## src/rtl/fetch_pkg.sv

```systemverilog
// Shared widths, constants and the prefetch FIFO entry type for the fetch stage.
package fetch_pkg;

  localparam int unsigned ARCH_WIDTH  = 64;
  localparam int unsigned INSTR_WIDTH = 32;
  localparam int unsigned PC_STEP     = 4;

  localparam logic [INSTR_WIDTH-1:0] INSTR_NOP = 32'h0000_0013;

  typedef struct packed {
    logic [ARCH_WIDTH-1:0]  pc;
    logic [INSTR_WIDTH-1:0] instr;
  } fetch_entry_t;

endpackage

```

## src/rtl/fetch_fifo.sv

```systemverilog
// Prefetch FIFO holding {pc, instr} pairs; flush empties it in one cycle.
module fetch_fifo
  import fetch_pkg::*;
#(
  parameter int unsigned DEPTH = 4
) (
  input  logic                         clk,
  input  logic                         rst_n,
  input  logic                         push,
  input  fetch_entry_t                 push_entry,
  input  logic                         pop,
  input  logic                         flush,
  output fetch_entry_t                 head,
  output logic [$clog2(DEPTH):0]       count
);

  localparam int unsigned PTR_W = $clog2(DEPTH);
  localparam int unsigned CNT_W = PTR_W + 1;

  fetch_entry_t     mem [DEPTH];
  logic [PTR_W-1:0] wr_ptr;
  logic [PTR_W-1:0] rd_ptr;

  // Head is read straight from storage so the core sees it the cycle after a push.
  assign head = mem[rd_ptr];

  // Pointer, occupancy and storage update; flush takes priority over push/pop.
  always_ff @(posedge clk or negedge rst_n) begin
    if (!rst_n) begin
      wr_ptr <= '0;
      rd_ptr <= '0;
      count  <= '0;
      for (int i = 0; i < int'(DEPTH); i++) begin
        mem[i] <= '0;
      end
    end else if (flush) begin
      wr_ptr <= '0;
      rd_ptr <= '0;
      count  <= '0;
    end else begin
      if (push) begin
        mem[wr_ptr] <= push_entry;
        wr_ptr      <= wr_ptr + PTR_W'(1);
      end
      if (pop) begin
        rd_ptr <= rd_ptr + PTR_W'(1);
      end
      count <= count + CNT_W'(push) - CNT_W'(pop);
    end
  end

endmodule

```

## src/rtl/fetch_buffer.sv

```systemverilog
// Instruction fetch stage: sequential requests to program memory, in-order
// responses into a prefetch FIFO, redirect flushes buffered and in-flight work.
module fetch_buffer
  import fetch_pkg::*;
#(
  parameter int unsigned           DEPTH    = 4,
  parameter logic [ARCH_WIDTH-1:0] RESET_PC = '0
) (
  input  logic                   clk,
  input  logic                   rst_n,
  input  logic                   redirect_valid,
  input  logic [ARCH_WIDTH-1:0]  redirect_pc,
  output logic                   mem_req_valid,
  output logic [ARCH_WIDTH-1:0]  mem_req_addr,
  input  logic                   mem_req_ready,
  input  logic                   mem_resp_valid,
  input  logic [INSTR_WIDTH-1:0] mem_resp_data,
  output logic                   inst_valid,
  output logic [ARCH_WIDTH-1:0]  inst_pc,
  output logic [INSTR_WIDTH-1:0] inst_data,
  input  logic                   inst_ready
);

  localparam int unsigned CNT_W = $clog2(DEPTH) + 1;
  localparam int unsigned SUM_W = CNT_W + 1;

  logic [ARCH_WIDTH-1:0] fetch_pc, fetch_pc_d;
  logic [ARCH_WIDTH-1:0] resp_pc, resp_pc_d;
  logic [ARCH_WIDTH-1:0] redirect_tgt;
  logic [CNT_W-1:0]      outstanding, outstanding_d;
  logic [CNT_W-1:0]      drop, drop_d;
  logic [CNT_W-1:0]      count;
  logic                  credit_ok;
  logic                  req_fire, resp_fire, drop_resp, push, pop;
  fetch_entry_t          push_entry, head;

  assign redirect_tgt = {redirect_pc[ARCH_WIDTH-1:2], 2'b00};

  // Credit uses registered occupancy only, so a pop frees a slot one cycle later.
  assign credit_ok     = (SUM_W'(count) + SUM_W'(outstanding)) < SUM_W'(DEPTH);
  assign mem_req_valid = rst_n && !redirect_valid && credit_ok && (drop == '0);
  assign mem_req_addr  = fetch_pc;

  assign inst_valid = (count != '0);
  assign inst_pc    = head.pc;
  assign inst_data  = head.instr;

  // Handshakes and next-state for PCs and counters; redirect overrides all.
  always_comb begin
    req_fire      = mem_req_valid && mem_req_ready;
    resp_fire     = mem_resp_valid && (outstanding != '0);
    drop_resp     = resp_fire && (drop != '0);
    push          = resp_fire && (drop == '0) && !redirect_valid;
    pop           = inst_valid && inst_ready;
    push_entry    = '{pc: resp_pc, instr: mem_resp_data};
    outstanding_d = outstanding + CNT_W'(req_fire) - CNT_W'(resp_fire);
    drop_d        = drop - CNT_W'(drop_resp);
    fetch_pc_d    = req_fire ? fetch_pc + ARCH_WIDTH'(PC_STEP) : fetch_pc;
    resp_pc_d     = push ? resp_pc + ARCH_WIDTH'(PC_STEP) : resp_pc;
    if (redirect_valid) begin
      fetch_pc_d = redirect_tgt;
      resp_pc_d  = redirect_tgt;
      drop_d     = outstanding - CNT_W'(resp_fire);
    end
  end

  // Fetch-side state registers.
  always_ff @(posedge clk or negedge rst_n) begin
    if (!rst_n) begin
      fetch_pc    <= RESET_PC;
      resp_pc     <= RESET_PC;
      outstanding <= '0;
      drop        <= '0;
    end else begin
      fetch_pc    <= fetch_pc_d;
      resp_pc     <= resp_pc_d;
      outstanding <= outstanding_d;
      drop        <= drop_d;
    end
  end

  fetch_fifo #(
    .DEPTH (DEPTH)
  ) u_fifo (
    .clk        (clk),
    .rst_n      (rst_n),
    .push       (push),
    .push_entry (push_entry),
    .pop        (pop),
    .flush      (redirect_valid),
    .head       (head),
    .count      (count)
  );

endmodule

```

## config.mk

```make
export PLATFORM = sky130hd
export DESIGN_NAME = fetch_buffer
export DESIGN_NICKNAME = d
export VERILOG_FILES = /design/src/rtl/fetch_pkg.sv /design/src/rtl/fetch_fifo.sv /design/src/rtl/fetch_buffer.sv
export SDC_FILE = /design/constraint.sdc
export NUM_CORES = 1
export LEC_CHECK = 0
export CORE_ASPECT_RATIO = 1.1
export CORE_MARGIN = 4
export CORE_UTILIZATION = 52
export DETAILED_ROUTE_END_ITERATION = 6
export HOLD_SLACK_MARGIN = 0.06
export PLACE_DENSITY_LB_ADDON = 0.1
export SYNTH_ARGS = -nofsm -noshare
export SYNTH_HDL_FRONTEND = slang
export SYNTH_HIERARCHICAL = 1
export SYNTH_SLANG_ARGS = --single-unit
```

## constraint.sdc

```tcl
create_clock -name clk -period 3 [get_ports clk]
set_input_delay 0.45 -clock clk [delete_from_list [all_inputs] [get_ports clk]]
set_output_delay 0.45 -clock clk [all_outputs]
set_load 0.02 [all_outputs]
```

==> reports/results.tsv <==
stage	metric	value	unit
clock_network	H-tree lvl count	2	
sta	Max Clk Rate	342	MHz
pwr	peak supply drop	482	uV
critical_path	worst-path fanout max	17	
sta	Worst Skew	18.7	ps
detailed_routing	Detail Route Antenna Nets	0	
place	placed insts	2681	
critical_path	Critical Path End Type	output pin	
yosys	Avg Inst Size Synth	13.8	sq um
global_routing	largest net degree at the start of global routing	184	
critical_path	CP Launch Type	flop	
place	I/O Buffers	259	
global_routing	first-pass GRT wire length	102	mm
clock_network	Clock Latency Late Sink	600	ps
die	io pins	264	
sta	RSZ-0062 raised after global routing	no	
clock_network	clk sink count	521	
sta	Tmin final	2920	ps
sta	final count of hold timing violations	0	
run	max cap viols	0	
clock_network	Clk pin slew, worst setup/hold paths	60	ps
yosys	Cells after Synth	1822	
pwr	Logic pwr share	30.9	%
pwr	switch share	30.2	%
yosys	Seq/Total Area, Yosys	51.7	%
sta	worst slew pin tran	1030	ps
pwr	LEAKAGE	14.4	nW
sta	Pins Over Slew Limit	0	
yosys	asr flop ratio synth	100	%
yosys	Top FF cell, synth	dfrtp_1	
yosys	compound-gate portion of the synthesized area	4.16	%
critical_path	CP arrival	2470	ps
global_routing	grt ovf	0	
clock_network	clk buf depth	3	
detailed_routing	First-pass DRT Iterations	5	
detailed_routing	vias	16416	
detailed_routing	final WL	64.8	mm
global_routing	total track usage	24.9	%
yosys	XOR/XNOR Fraction of Synth Area	2.80	%
die	core area	47900	sq um
pwr	sequential fraction of design power	39.8	%
critical_path	critical path type	reg -> out	
die	initial core utilization	52.6	%
final_layout	footprint of the multi-input gates	11400	sq um
pwr	clock share of power	29.3	%
detailed_routing	residual DRC count	0	
worst_hold_path	worst min-delay path category	in -> reg	
yosys	mux cell area share after synthesis	28.7	%
yosys	main combinational cell family by area after synthesis	multiplexers	
final_layout	Syn-to-layout area delta	20.8	%
final_layout	fillcell total	3678	
critical_path	CP required	2550	ps
global_routing	initial antenna violation count	1	
die	die extent in x	218	um
clock_network	CTS buffer count	54	
final_layout	Post-layout nets	2218	
global_routing	vias in the first global route	17364	
yosys	Synth cell types	66	
yosys	area share of fa/ha/maj cells after synthesis	0.952	%
sta	period utilization	97.4	%
die	die extent in y	239	um
yosys	Simple-Gate Fraction of Synth Area	8.49	%
outcome	status	finished clean	
clock_network	CTS root buffer	clkbuf_16	
yosys	cell area after synthesis	25200	sq um
final_layout	layout cell share with drive strength beyond 1	31.1	%
yosys	Yosys reg bits	521	
sta	Setup Viol. Count Final	0	
detailed_routing	initial drt markers	1146	
final_layout	non-filler cells, final	2781	
pwr	power per cell area	727	nW/um^2
yosys	number of synthesized flops with an enable pin	0	
pwr	P_sw	0.00670	W
die	die area	52100	sq um
clock_network	CTS tree	yes	
detailed_routing	drt wl/cell	23.3	um
place	GPL Wtd Cong	0.863	
die	standard-cell row count	84	
detailed_routing	vias per std cell	5.90	
yosys	yosys warns	6	
place	Post-DP HPWL	43.0	mm
sta	setup TNS	0	ps
sta	Max-slew headroom	31.3	%
final_layout	Sequential Area	13000	sq um
pwr	internal power	0.0154	W
path summary, 6_finish.rpt:
kind / slack [ps] / cells past startpoint / startpoint / endpoint
max in group asynchronous: 790 / 4 / rst_n / outstanding[1]
min reg2reg: 490 / 1 / u_fifo/mem[94] / u_fifo/mem[94]
min in group asynchronous: 670 / 3 / rst_n / u_fifo/count[2]
max: 80 / 4 / u_fifo/rd_ptr[0] / inst_pc[47]
min: 480 / 3 / redirect_pc[40] / resp_pc[40]
max reg2reg: 200 / 6 / resp_pc[10] / resp_pc[37]
power groups by stage:
| stage | logic [W] | registers [W] | clock network, W |
|---|---|---|---|
| finish | 0.00683 | 0.00882 | 0.00649 |
| global route | 0.00730 | 0.00895 | 0.00696 |
| CTS | 0.00699 | 0.00881 | 0.00665 |
| detailed placement | 0.00693 | 0.00898 | 0 |
| global placement | 0.00683 | 0.00892 | 0 |
| floorplan | 0.00417 | 0.00875 | 0 |
stage by stage:
| stage | cell area, sq um | total power, W | hold slack [ps] | util [%] | worst slack, ps |
|---|---|---|---|---|---|
| after floorplan | 25300 | 0.0129 | 154 | - | 24.1 |
| after global placement | 28700 | 0.0158 | 468 | 59.8 | 109 |
| after detailed placement | 28700 | 0.0159 | 479 | 59.8 | 73.2 |
| after CTS | 30400 | 0.0225 | 443 | 63.4 | 0.494 |
| after global routing | 30500 | 0.0232 | 470 | 63.5 | 0.673 |
| final | 30500 | 0.0221 | 475 | 63.6 | 79.3 |
placed cells by master (no fill, tap or decap), types with 6 or more instances in the layout:
cell / synthesis / routed
a21oi_1: 16 / 15
a31oi_1: 11 / 11
and2_1: 9 / 8
and3_1: 14 / 14
and4_1: 9 / 8
buf_12: 0 / 20
buf_4: 13 / 42
clkbuf_1: 41 / 16
clkbuf_16: 0 / 55
clkbuf_8: 0 / 9
clkdlybuf4s50_1: 0 / 212
clkinv_2: 0 / 7
conb_1: 1 / 10
dfrtp_1: 521 / 518
dlygate4sd2_1: 0 / 20
dlymetal6s2s_1: 0 / 25
ha_1: 16 / 16
inv_1: 32 / 32
mux2_1: 19 / 19
mux2_2: 268 / 268
mux2_4: 120 / 120
mux4_2: 96 / 96
nand2_1: 117 / 117
nand3_1: 56 / 56
nand4_1: 32 / 32
nor2_1: 53 / 53
nor3_1: 21 / 20
nor4_1: 17 / 17
nor4_2: 6 / 6
o211ai_1: 26 / 26
o21ai_0: 61 / 61
o21ai_1: 12 / 12
o311ai_0: 17 / 17
o311ai_1: 7 / 7
or3_1: 16 / 16
or4_1: 7 / 7
xnor2_1: 45 / 45
xor2_1: 33 / 33
cells in the mapped netlist, drive strengths merged (2+ instances only):
library cell,n,area [sq um]
xor2,33,289
or4,9,75.1
mux2i,4,40.0
nor3,22,115
o211ai,26,195
mux4,96,2160
fa,2,40.0
nand4,34,234
nand3b,5,87.6
o21ai,73,365
o221ai,3,32.5
xnor2,45,394
nor4,26,245
dfrtp,521,13000
o311ai,24,210
buf,70,527
or3,16,100
mux2,407,5030
clkbuf,41,154
inv,33,124
nand3,57,298
and3,14,87.6
a31oi,11,68.8
ha,16,200
nor2b,4,25.0
a41oi,4,35.0
a21oi,16,80.1
or2,3,18.8
and2,9,56.3
and4,12,109
nor2,53,199
nand2,118,450
state kept, by name (all words and copies together), names as in the netlist:
signal and count:
drop 3, u_fifo/rd_ptr 2, resp_pc 62, outstanding 3, u_fifo/mem 384, mem_req_addr 62
u_fifo/wr_ptr 2, u_fifo/count 3
metal layers:
metal / up-vias / global-route usage [%] / share of wire [%]
met5: - / 0 / 0
met4: 0 / 6.90 / 2.3
met3: 94 / 4.04 / 5.1
li1: 7250 / - / -
met1: 8637 / 35.5 / 44
met2: 435 / 40.4 / 48
timing repair:
action,CTS,global route
hold buffers,2,0
buffers inserted,4,0
gates cloned,0,0
endpoints found under the hold margin,7,0
gates resized for setup,20,25
setup endpoints to repair,96,25
critical path, stage by stage, from the launching register on:
cell             delay (ps)
dfrtp_4                 450
buf_12                  130
buf_12                  190
mux4_2                  550
clkdlybuf4s50_1         560
logic make-up after synthesis:
logic type	after synthesis
and+or+nand+nor	387
DFF	521
buffers and inverters	145
other	1
xor gates and xnor gates	79
adders and majority gates	18
AOI/OAI and AO/OA	164
muxes	507
layout make-up:
type                       count  area share [%]
tap                          645            2.65
timing repair buffer         322            11.0
inverter                      34           0.419
clock inverter                13           0.419
antenna                        1         0.00822
clock buffer                  80            5.12
sequential                   521            42.8
multi-input combinational   1165            37.5
Power figures use the tool's default switching activity.
